File: src/rtl/delay_arbiter.sv
// Round-robin arbiter sharing one fixed-latency external pipeline, with tag tracking and flush/drain control.
// Optional DELAY_ARBITER_STATS_EN adds a 32-bit issue counter output.
module delay_arbiter #(
    parameter int N_REQ   = 4,
    parameter int WIDTH   = 16,
    parameter int LATENCY = 4
) (
    input  logic                           clk,
    input  logic                           rst_n,
    input  logic [N_REQ-1:0]               i_req_valid,
    input  logic [N_REQ*WIDTH-1:0]         i_req_data,
    output logic [N_REQ-1:0]               o_req_ready,
    output logic [WIDTH-1:0]               o_pipe_in,
    input  logic [WIDTH-1:0]               i_pipe_out,
    output logic [N_REQ-1:0]               o_rsp_valid,
    output logic [WIDTH-1:0]               o_rsp_data,
    input  logic                           i_flush,
    output logic                           o_flush_done,
    output logic [$clog2(LATENCY+1)-1:0]   o_inflight
`ifdef DELAY_ARBITER_STATS_EN
    ,
    output logic [31:0]                    o_issue_count
`endif
);

    localparam int IDXW = $clog2(N_REQ);
    localparam int CNTW = $clog2(LATENCY+1);

    typedef enum logic [1:0] {
        ST_RUN,
        ST_DRAIN,
        ST_DONE
    } state_t;

    state_t            r_state;
    logic              r_flushDone;
    logic [IDXW-1:0]   r_ptr;
    logic [CNTW-1:0]   r_inflight;
    logic [LATENCY-1:0] r_tagValid;
    logic [IDXW-1:0]   r_tagId [LATENCY];

    logic [N_REQ-1:0]  w_grant;
    logic [IDXW-1:0]   w_gntIdx;
    logic [IDXW-1:0]   w_searchIdx;
    logic              w_found;
    logic              w_issue;
    logic              w_ret;
    logic [WIDTH-1:0]  w_pipeIn;
    logic [CNTW-1:0]   w_inflightNext;

    // Search starts just past the last winner; rst_n gating keeps grants silent during reset.
    always_comb begin
        w_grant     = '0;
        w_gntIdx    = '0;
        w_searchIdx = '0;
        w_found     = 1'b0;
        if (rst_n && r_state == ST_RUN && !i_flush) begin
            for (int k = 1; k <= N_REQ; k++) begin
                w_searchIdx = IDXW'((int'(r_ptr) + k) % N_REQ);
                if (!w_found && i_req_valid[w_searchIdx]) begin
                    w_found  = 1'b1;
                    w_gntIdx = w_searchIdx;
                end
            end
        end
        if (w_found) begin
            w_grant[w_gntIdx] = 1'b1;
        end
    end

    always_comb begin
        w_pipeIn = '0;
        for (int i = 0; i < N_REQ; i++) begin
            if (w_grant[i]) begin
                w_pipeIn = i_req_data[i*WIDTH +: WIDTH];
            end
        end
    end

    assign w_issue = w_found;
    assign w_ret   = r_tagValid[LATENCY-1];

    always_comb begin
        w_inflightNext = r_inflight;
        if (w_issue && !w_ret) begin
            w_inflightNext = r_inflight + CNTW'(1);
        end else if (!w_issue && w_ret) begin
            w_inflightNext = r_inflight - CNTW'(1);
        end
    end

    always_comb begin
        o_rsp_valid = '0;
        for (int i = 0; i < N_REQ; i++) begin
            if (w_ret && r_tagId[LATENCY-1] == IDXW'(i)) begin
                o_rsp_valid[i] = 1'b1;
            end
        end
    end

    assign o_req_ready  = w_grant;
    assign o_pipe_in    = w_pipeIn;
    assign o_rsp_data   = i_pipe_out;
    assign o_flush_done = r_flushDone;
    assign o_inflight   = r_inflight;

    // Tag stage k describes the item that entered the external pipeline k+1 cycles ago.
    always_ff @(posedge clk or negedge rst_n) begin
        if (!rst_n) begin
            r_tagValid <= '0;
            for (int i = 0; i < LATENCY; i++) begin
                r_tagId[i] <= '0;
            end
        end else begin
            for (int i = LATENCY-1; i > 0; i--) begin
                r_tagValid[i] <= r_tagValid[i-1];
                r_tagId[i]    <= r_tagId[i-1];
            end
            r_tagValid[0] <= w_issue;
            r_tagId[0]    <= w_gntIdx;
        end
    end

    always_ff @(posedge clk or negedge rst_n) begin
        if (!rst_n) begin
            r_ptr      <= IDXW'(N_REQ-1);
            r_inflight <= '0;
        end else begin
            r_inflight <= w_inflightNext;
            if (w_issue) begin
                r_ptr <= w_gntIdx;
            end
        end
    end

    always_ff @(posedge clk or negedge rst_n) begin
        if (!rst_n) begin
            r_state     <= ST_RUN;
            r_flushDone <= 1'b0;
        end else begin
            r_flushDone <= 1'b0;
            case (r_state)
                ST_RUN: begin
                    if (i_flush) begin
                        r_state <= ST_DRAIN;
                    end
                end
                ST_DRAIN: begin
                    if (w_inflightNext == '0) begin
                        r_state     <= ST_DONE;
                        r_flushDone <= 1'b1;
                    end
                end
                ST_DONE: begin
                    r_state <= ST_RUN;
                end
                default: begin
                    r_state <= ST_RUN;
                end
            endcase
        end
    end

`ifdef DELAY_ARBITER_STATS_EN
    logic [31:0] r_issueCount;

    always_ff @(posedge clk or negedge rst_n) begin
        if (!rst_n) begin
            r_issueCount <= '0;
        end else if (w_issue) begin
            r_issueCount <= r_issueCount + 32'd1;
        end
    end

    assign o_issue_count = r_issueCount;
`endif

endmodule

File: config.mk
export PLATFORM = sky130hd
export DESIGN_NAME = delay_arbiter
export DESIGN_NICKNAME = d
export VERILOG_FILES = /design/src/rtl/delay_arbiter.sv
export SDC_FILE = /design/constraint.sdc
export NUM_CORES = 1
export LEC_CHECK = 0
export CAP_MARGIN = 20
export CORE_UTILIZATION = 35
export DETAILED_ROUTE_END_ITERATION = 12
export PLACE_DENSITY = 0.87
export SLEW_MARGIN = 20
export SYNTH_ARGS = -nofsm -noshare
export SYNTH_HDL_FRONTEND = slang
export SYNTH_SLANG_ARGS = --single-unit
File: constraint.sdc
create_clock -name clk -period 4.7 [get_ports clk]
set_input_delay 0.47 -clock clk [delete_from_list [all_inputs] [get_ports clk]]
set_output_delay 0.47 -clock clk [all_outputs]
set_load 0.005 [all_outputs]
==> tab_implementation.tex <==
\begin{tabular}{lr}
\hline
Metric & Value \\
\hline
\multicolumn{2}{l}{\textbf{Run status}} \\
Run status & finished clean \\
\multicolumn{2}{l}{\textbf{Timing}} \\
Slew at the pin closest to its max-slew limit & approximately 0.75 ns \\
Final Cycle Share & 0.790 \\
Max Clock Freq & 269 MHz \\
Final Setup Violations & 0 \\
RSZ-0062 raised after global routing & no \\
Worst Clk Skew & approximately 0.0044 ns \\
Setup tns final & 0 ns \\
Worst slew margin relative to its limit & 0.497 \\
Shortest period the worst path allows & between 3 and 4 ns \\
Pins Over Slew Limit & 0 \\
Final Hold Violating Endpoints & 0 \\
\multicolumn{2}{l}{\textbf{Power}} \\
Worst voltage drop across the vdd grid & between 0.15 and 0.2 mV \\
Static Leak & between 0.9 and 1 nW \\
Pwr dens & 354 nW/um\^{}2 \\
\multicolumn{2}{l}{\textbf{Setup path}} \\
Library cell contributing the largest single delay on the critical path & sky130\_fd\_sc\_hd\_\_or4b\_1 \\
Crit-path cells & clkdlybuf4s50\_1, buf\_4, or4b\_1, nor4\_4, buf\_4, a21oi\_1, o2bb2ai\_1, clkdlybuf4s50\_1 \\
Category of the most critical setup path & input port to output port \\
Largest stage delay on the critical path & between 0.6 and 0.7 ns \\
Crit path launch type & input port \\
Reg-to-reg slack, setup & 2.32 ns \\
Critical Path Fanout Max & 21 \\
Endpoint class of the critical path & output port \\
Required time reported for the critical path endpoint & $\sim$4.2 ns \\
Arrival time of data at the critical path endpoint & 3.24 ns \\
\multicolumn{2}{l}{\textbf{Route}} \\
Detailed router's first-iteration violation count & between 100 and 150 \\
Router iterations before antenna repair & 4 \\
DRC viols & 0 \\
Top routing layer in use & met4 \\
Post-route antenna net violation count & 0 \\
Met2 wire length & 2480 um \\
Drt via density & around 5.2 \\
Total met3 wirelength after detailed routing & 235 um \\
Total via count after detailed routing & about 1600 \\
DR WL/cell & 14.9 um \\
Overall routed net length & $\sim$4600 um \\
Detailed-route wire length on metal 1 & 1800 um \\
\multicolumn{2}{l}{\textbf{Floorplanning}} \\
\# IOs & between 100 and 150 \\
Die span in y & approximately 70 um \\
Number of cell rows & 23 \\
Initial cell density of the core & 0.378 \\
Floorplan Core Area & a little over 4000 um\^{}2 \\
Die W & roughly 70 um \\
Total Die Area & $\sim$4700 um\^{}2 \\
\multicolumn{2}{l}{\textbf{Final layout}} \\
Ant. Diodes & 0 \\
Fraction of final layout cells sized beyond drive strength 1 & 0.0581 \\
Final core area utilization & 0.611 \\
Final net count & 348 \\
Synthesis-to-finish area growth & 61.6\% \\
\multicolumn{2}{l}{\textbf{Global route}} \\
Total global routing track utilization & 0.187 \\
GRT Residual Overflow & 0 \\
Antenna violations before repair & 0 \\
Wire length of the first global-routing pass & between 6000 and 7000 um \\
Vias in the first global route & around 1400 \\
Maximum number of pins on one net before global-route repair & 22 \\
\multicolumn{2}{l}{\textbf{Yosys}} \\
Leading cell types by total area after synthesis & sky130\_fd\_sc\_hd\_\_dfrtp\_1 29\%, sky130\_fd\_sc\_hd\_\_a21oi\_1 12\%, sky130\_fd\_sc\_hd\_\_a2bb2oi\_1 9.0\% \\
List of most frequent post-synthesis cells & 37 x sky130\_fd\_sc\_hd\_\_a21oi\_1, 18 x sky130\_fd\_sc\_hd\_\_dfrtp\_1, 16 x sky130\_fd\_sc\_hd\_\_a2bb2oi\_1, 16 x sky130\_fd\_sc\_hd\_\_buf\_4, 16 x sky130\_fd\_sc\_hd\_\_o2bb2ai\_1 \\
Post-synthesis cell type with the largest combined area & sky130\_fd\_sc\_hd\_\_dfrtp\_1 \\
Top flip-flop cell by instance count after synthesis & sky130\_fd\_sc\_hd\_\_dfrtp\_1 \\
Fraction of synthesized area in multiplexers & 0.0256 \\
Mapped Avg Cell Area & 8.79 um\^{}2 \\
EDFF count, synth & 0 \\
XOR/XNOR share of the synthesized area & 0.0168 \\
Compound-Gate Fraction of Synth Area & 0.344 \\
Post-Syn Area & between 1500 and 2000 um\^{}2 \\
Main combinational cell family by area after synthesis & compound AO/OA/AOI/OAI gates \\
Warnings, synthesis & 0 \\
Cells after synthesis & $\sim$180 \\
Post-synth net total & 267 \\
Area share of and/or/nand/nor cells after synthesis & 0.142 \\
Share of synthesized cell area in full adder, half adder and majority cells & 0.0160 \\
Ys async rst share & 1.00 \\
Number of distinct library cell variants in the gate-level netlist after synthesis & 34 \\
Share of the synthesized area in the top cell type & 0.288 \\
Most instantiated library cell after synthesis & sky130\_fd\_sc\_hd\_\_a21oi\_1 \\
Share of the yosys chip area belonging to registers & 0.321 \\
Seq cells post-synth & 20 \\
\multicolumn{2}{l}{\textbf{Clock network}} \\
Clock root buffer & sky130\_fd\_sc\_hd\_\_clkbuf\_8 \\
Depth of the CTS H-tree & 1 \\
Clock tree from TritonCTS & done \\
Post-cts gate resize count & 0 \\
Clock network latency to the later pin of the worst-skew pair & about 0.26 ns \\
CTS Buf Count & 3 \\
Number of clock sinks & 20 \\
CTS Hold Buffers Added & 0 \\
Post-CTS Repair Setup Buffers & 0 \\
Clock transition at the registers of the reported paths & about 0.070 ns \\
Longest Clk Path Bufs & 2 \\
\multicolumn{2}{l}{\textbf{Hold path}} \\
Class of the tightest hold or removal check & register to register \\
\multicolumn{2}{l}{\textbf{Placed design}} \\
Total of buffers placed on input and output ports & between 90 and 100 \\
Detailed Place HPWL & between 3000 and 4000 um \\
Global placement routability congestion & just over 0.8 \\
\multicolumn{2}{l}{\textbf{Job}} \\
Max-capacitance violation count & 0 \\
\hline
\end{tabular}
==> kinds of logic after synthesis <==
group / Yosys count
xor+xnor: 3
mux: 4
fa+ha+maj: 2
compound gates: 78
simple gates: 38
buf+inv: 33
flops: 20
==> critical path, delay by kind of cell <==
family | cells | cell delay, ns
AND/OR/NAND/NOR | 2 | 1.00
buffers and inverters | 4 | 1.50
AO/OA/AOI/OAI | 2 | 0.27
==> report_power, final <==
part | total [mW] | switching (mW) | internal [mW]
clock | 0.167 | 0.0538 | 0.114
combinational | 0.479 | 0.227 | 0.252
sequential | 0.250 | 0.0357 | 0.215
total | 0.896 | 0.316 | 0.580
==> through the flow <==
stage | instance area (um^2) | power [mW] | cells | setup WS, ns | hold slack, ns
floorplan | 1570 | 0.560 | 178 | 2.34 | 0.174
global placement | 2460 | 0.713 | 304 | 1.04 | 0.332
detailed placement | 2460 | 0.731 | 304 | 0.981 | 0.335
CTS | 2530 | 0.903 | 308 | 0.966 | 0.346
global route | 2530 | 0.962 | 308 | 0.823 | 0.356
finish | 2530 | 0.896 | 308 | 0.986 | 0.345
==> registers in the layout, summed over array words and instances (netlist names) <==
signal	flops
o_flush_done	1
r_tagValid	4
r_tagId	8
r_state	2
o_inflight	3
r_ptr	2
==> worst paths after layout <==
check / endpoint / start / depth (start not counted)
worst max register to register: r_state[0] / r_state[1] / 5
max in group asynchronous: r_ptr[0] / rst_n / 2
worst max-delay path: o_pipe_in[5] / rst_n / 8
worst min register to register: r_tagId[0] / r_tagId[2] / 0
min in group asynchronous: r_tagId[3] / rst_n / 2
worst min-delay path: r_tagId[0] / r_tagId[2] / 0
==> cells in the final DEF, fill, tap and decap left out, types with 2 or more instances in the layout <==
cell type	count
sky130_fd_sc_hd__nand2b_1	7
sky130_fd_sc_hd__a21oi_1	37
sky130_fd_sc_hd__clkbuf_8	3
sky130_fd_sc_hd__clkdlybuf4s50_1	98
sky130_fd_sc_hd__o2bb2ai_1	16
sky130_fd_sc_hd__nand2_1	6
sky130_fd_sc_hd__xnor2_1	2
sky130_fd_sc_hd__inv_1	6
sky130_fd_sc_hd__a211oi_1	2
sky130_fd_sc_hd__a2bb2oi_1	16
sky130_fd_sc_hd__buf_4	5
sky130_fd_sc_hd__ha_1	2
sky130_fd_sc_hd__nor4_1	2
sky130_fd_sc_hd__dfstp_2	2
sky130_fd_sc_hd__or3_1	2
sky130_fd_sc_hd__dfrtp_1	18
sky130_fd_sc_hd__nor2_1	12
sky130_fd_sc_hd__o21ai_0	2
sky130_fd_sc_hd__nor3b_1	2
sky130_fd_sc_hd__mux2i_1	4
==> per-layer routing <==
layer,GRT usage,up-vias
met2,0.331,67
met4,0.0689,0
met5,0,-
li1,-,800
met1,0.219,736
met3,0.0395,8
==> layout make-up <==
type	instances	area [um^2]
fill	367	1610
timing repair buffer	103	1020
multi-input combinational	125	852
sequential	20	503
tap	50	62.6
clock buffer	3	41.3
clock inverter	1	30.0
inverter	6	22.5
(Power assumes the default switching activity.)
